==> config.mk <==
export PLATFORM = sky130hd
export DESIGN_NAME = mac_core
export DESIGN_NICKNAME = d
export VERILOG_FILES = /design/src/rtl/mac_pkg.sv /design/src/rtl/mac_narrow.sv /design/src/rtl/mac_core.sv
export SDC_FILE = /design/constraint.sdc
export NUM_CORES = 1
export LEC_CHECK = 0
export ABC_CLOCK_PERIOD_IN_PS = 12500
export CAP_MARGIN = 25
export CELL_PAD_IN_SITES_DETAIL_PLACEMENT = 0
export CELL_PAD_IN_SITES_GLOBAL_PLACEMENT = 1
export CORE_ASPECT_RATIO = 1.75
export CORE_UTILIZATION = 40
export DETAILED_ROUTE_END_ITERATION = 7
export PLACE_DENSITY = 0.82
export SYNTH_ARGS = -nofsm -noshare
export SYNTH_HDL_FRONTEND = slang
export SYNTH_SLANG_ARGS = --single-unit
==> constraint.sdc <==
create_clock -name clk -period 12.5 [get_ports clk]
set_input_delay 3.75 -clock clk [delete_from_list [all_inputs] [get_ports clk]]
set_output_delay 3.75 -clock clk [all_outputs]
set_load 0.005 [all_outputs]
==> src/rtl/mac_pkg.sv <==
// Shared widths, operand/accumulator types and saturation limits for the MAC neuron core.
// No logic; constants only.
// Consumers: mac_core, mac_narrow.
package mac_pkg;

  localparam int DATA_W_DEF = 8;
  localparam int ACC_W_DEF  = 20;

  typedef logic signed [DATA_W_DEF-1:0] data_t;
  typedef logic signed [ACC_W_DEF-1:0]  acc_t;

  localparam data_t SAT_MAX = data_t'((2 ** (DATA_W_DEF - 1)) - 1);
  localparam data_t SAT_MIN = data_t'(-(2 ** (DATA_W_DEF - 1)));

endpackage

==> src/rtl/mac_narrow.sv <==
// Scale accumulator by FRAC_BITS and narrow to DATA_W (saturate if MAC_CORE_SAT_EN, else wrap).
// Latency: combinational.
// Backpressure: none.
module mac_narrow
  import mac_pkg::*;
#(
  parameter int DATA_W    = DATA_W_DEF,
  parameter int ACC_W     = ACC_W_DEF,
  parameter int FRAC_BITS = 0
) (
  input  logic [ACC_W-1:0]  acc,
  output logic [DATA_W-1:0] res
);

`ifdef MAC_CORE_SAT_EN
  localparam logic [DATA_W-1:0] MAXV = {1'b0, {(DATA_W-1){1'b1}}};
  localparam logic [DATA_W-1:0] MINV = {1'b1, {(DATA_W-1){1'b0}}};

  logic [ACC_W-1:0]        shifted;
  logic [ACC_W-DATA_W:0]   upper;
  logic                    fits;

  assign shifted = $signed(acc) >>> FRAC_BITS;
  // Value fits in DATA_W when every bit from the target sign bit upward agrees.
  assign upper   = shifted[ACC_W-1:DATA_W-1];
  assign fits    = (&upper) | ~(|upper);

  always_comb begin
    res = shifted[DATA_W-1:0];
    if (!fits) begin
      res = shifted[ACC_W-1] ? MINV : MAXV;
    end
  end
`else
  assign res = DATA_W'($signed(acc) >>> FRAC_BITS);
`endif

endmodule

==> src/rtl/mac_core.sv <==
// Signed multiply-accumulate neuron core; output narrowing selected by MAC_CORE_SAT_EN.
// Latency: one clock operand-to-acc; out is combinational from acc and oe.
// Backpressure: none, an operand pair is consumed every clock with oe=0.
module mac_core
  import mac_pkg::*;
#(
  parameter int DATA_W    = DATA_W_DEF,
  parameter int ACC_W     = ACC_W_DEF,
  parameter int FRAC_BITS = 0
) (
  input  logic              clk,
  input  logic              reset,
  input  logic [DATA_W-1:0] weight,
  input  logic [DATA_W-1:0] in,
  input  logic              oe,
  input  logic              forget,
  output logic [DATA_W-1:0] out
);

  logic [2*DATA_W-1:0] prod;
  logic [ACC_W-1:0]    prod_ext;
  logic [ACC_W-1:0]    acc;
  logic [DATA_W-1:0]   narrowed;

  // Sign-extending both operands makes the low 2*DATA_W bits of an unsigned
  // multiply equal to the signed product.
  assign prod     = {{DATA_W{weight[DATA_W-1]}}, weight} * {{DATA_W{in[DATA_W-1]}}, in};
  assign prod_ext = {{(ACC_W-2*DATA_W){prod[2*DATA_W-1]}}, prod};

  always_ff @(posedge clk) begin
    if (!reset) begin
      acc <= '0;
    end else if (forget) begin
      acc <= '0;
    end else if (!oe) begin
      acc <= acc + prod_ext;
    end
  end

  mac_narrow #(
    .DATA_W    (DATA_W),
    .ACC_W     (ACC_W),
    .FRAC_BITS (FRAC_BITS)
  ) u_narrow (
    .acc (acc),
    .res (narrowed)
  );

  assign out = oe ? narrowed : '0;

endmodule

==> run metrics <==
status finished clean; Ports 28; Max Fanout on Critical Path 12; grt total ovfl 0; Logic pwr share 69.4%; Largest regs acc x8; Total Routed Length 3.14 mm; critical path class input pin to output pin; max-cap violation count 0; Die Span Y approximately 84 µm; FP Rows 29; clock-pin slew on the worst setup and hold paths ~0.040 ns; leakage 0.000928 µW; element type at the critical path start input pin; post-DP HPWL 2.70 mm; vias per cell 4.80; first-pass GRT wire length approximately 5.4 mm; GP Congestion 0.780; Iteration-0 DRC Markers 17; sequential power share 15.5%; setup TNS after final layout 0 ns; fmax 0.112 GHz; Syn Area/Cell 8.73 µm²; Post-Place Cell Area 1840 µm²; PD cells 106 nW/µm²; Post-CTS Setup Inserts 0; Final Hold Fails 0; initial antenna violation count 0; nets 265; max-slew violation total from the final report 0; core area 3660 µm²; TritonCTS clock tree yes; DRC Markers 0; Sw Ratio 39.0%; Worst Setup End Kind output pin; layout cells sized above 1 between 5 and 6%; max reg flops 8; IO Port Bufs 27; final period utilization 71.2%; minimum period implied by the final worst setup slack 8.90 ns; Fin Hold WS 0.485 ns; worst slew pin tran 0.352 ns; starting density of the core 41.9%; Syn-to-layout area delta 22.6%; Post-Synthesis Cells between 150 and 200; area of the multi-input gates 1250 µm²; diode count 0; Sequential Area approximately 160 µm²; H-tree Lvls 1; Psw 77.7 µW; Root Buffer clkbuf_8; antenna-violating nets left 0; cell-internal power 121 µW; Die X 48.9 µm; vias in the first global route ~1300; Worst VDD drop between 0.00009 and 0.0001 V; Biggest register acc; drt first pass iters 4; RSZ-0062 raised after global routing false; Syn Nets 235; via count 1199; post-CTS sizing 0; Post-CTS Hold Buffers 0; Data required, critical path 8.75 ns; CTS buffer count 3; largest net degree at the start of global routing 13; Fin Clk Skew 0.000807 ns; min-delay worst type flop to flop; die area 4100 µm²; fill count 346; worst skew pair latency 0.22 ns; Max Root-Sink Buffers 2; Final Instance Area 1880 µm²; Post-Syn Area 1540 µm²; max_slew headroom 76.5%; #FFs+latches synth 8; Syn. warnings 0; Routed WL per cell 12.5 µm; Setup violations, final 0; Cell variety after synth 29; clock share of power 15.1%; total track usage 17.4%; clk sink count 8; register area share after synthesis around a tenth; Critical Path AT 5.15 ns
cell type report:
cell class	count	area share [%]
Timing Repair Buffer	27	14.3
Sequential cell	8	8.50
Tap cell	46	3.05
Inverter	28	5.58
Multi-Input combinational cell	138	66.3
Clock buffer	3	2.19
logic make-up (layout without fill, tap and decap cells):
logic type	count (synthesis)	after routing	synth area share [%]
compound gates	20	20	8.23
xor+xnor	20	20	13.7
flops	8	8	10.4
buf+inv	30	58	8.22
simple gates	59	59	21.3
fa+ha+maj	39	39	38.1
per-layer routing:
layer	routed length [µm]	share of wire, %	GRT usage (%)
met1	1130	36	16.1
met3	64	2.0	1.82
met2	1900	61	36.6
met4	45	1.4	5.61
met5	0	0	0
power groups by stage:
stage,registers [µW],logic (µW),clock network (µW)
6_report,30.8,138,30.1
5_1_grt,31.2,158,33.3
4_1_cts,30.8,141,31.4
3_5_place_dp,31.3,139,0
3_3_place_gp,31.2,136,0
2_1_floorplan,30.6,106,0
cells in the mapped netlist:
cell	instances	area [µm²]
inv_1	28	105
clkdlybuf4s18_1	1	10.0
and2_2	3	22.5
a21o_1	3	22.5
xnor2_1	13	114
or3_1	1	6.26
nor2_1	7	26.3
nand2_2	2	12.5
clkdlybuf4s15_2	1	11.3
o21a_1	1	7.51
xor2_1	4	35.0
ha_1	26	325
a21oi_1	10	50.1
xnor2_2	1	16.3
xnor3_1	2	45.0
nor2b_1	1	6.26
a211oi_1	1	7.51
fa_1	13	260
nand2b_1	1	6.26
and2_1	29	181
dfxtp_1	8	160
nand2_1	12	45.0
o21ai_0	2	10.0
nor3_1	1	5.00
or4_1	1	7.51
or2b_2	1	8.76
o21bai_1	1	7.51
a22o_1	1	8.76
a31oi_2	1	12.5
path summary, 6_finish.rpt:
kind	start	slack [ns]	end	depth (start not counted)
min	acc[7]$_SDFFE_PP0N_	0.48	acc[7]$_SDFFE_PP0N_	2
min reg2reg	acc[7]$_SDFFE_PP0N_	0.48	acc[7]$_SDFFE_PP0N_	2
max reg2reg	acc[2]$_SDFFE_PP0N_	10.17	acc[7]$_SDFFE_PP0N_	8
max	oe	3.60	out[3]	3
critical path: stages:
cell,delay (ns)
clkdlybuf4s50_1,0.68
and2_1,0.21
clkdlybuf4s50_1,0.51
per-stage QoR:
step / setup WS [ns] / util [%] / power (µW) / std cells
after floorplan: 4.54 / - / 136 / 176
after global placement: 3.61 / 50.3 / 167 / 247
after detailed placement: 3.60 / 50.3 / 170 / 247
after CTS: 3.59 / 51.4 / 204 / 250
after global routing: 3.49 / 51.4 / 222 / 250
final: 3.60 / 51.4 / 199 / 250
placed cells by master (no fill, tap or decap), types with 4 or more instances in the layout:
master	count
and2_1	29
inv_1	28
clkdlybuf4s50_1	27
ha_1	26
xnor2_1	13
fa_1	13
nand2_1	12
a21oi_1	10
dfxtp_1	8
nor2_1	7
xor2_1	4
Note: power is estimated with default switching activity, not from simulation.
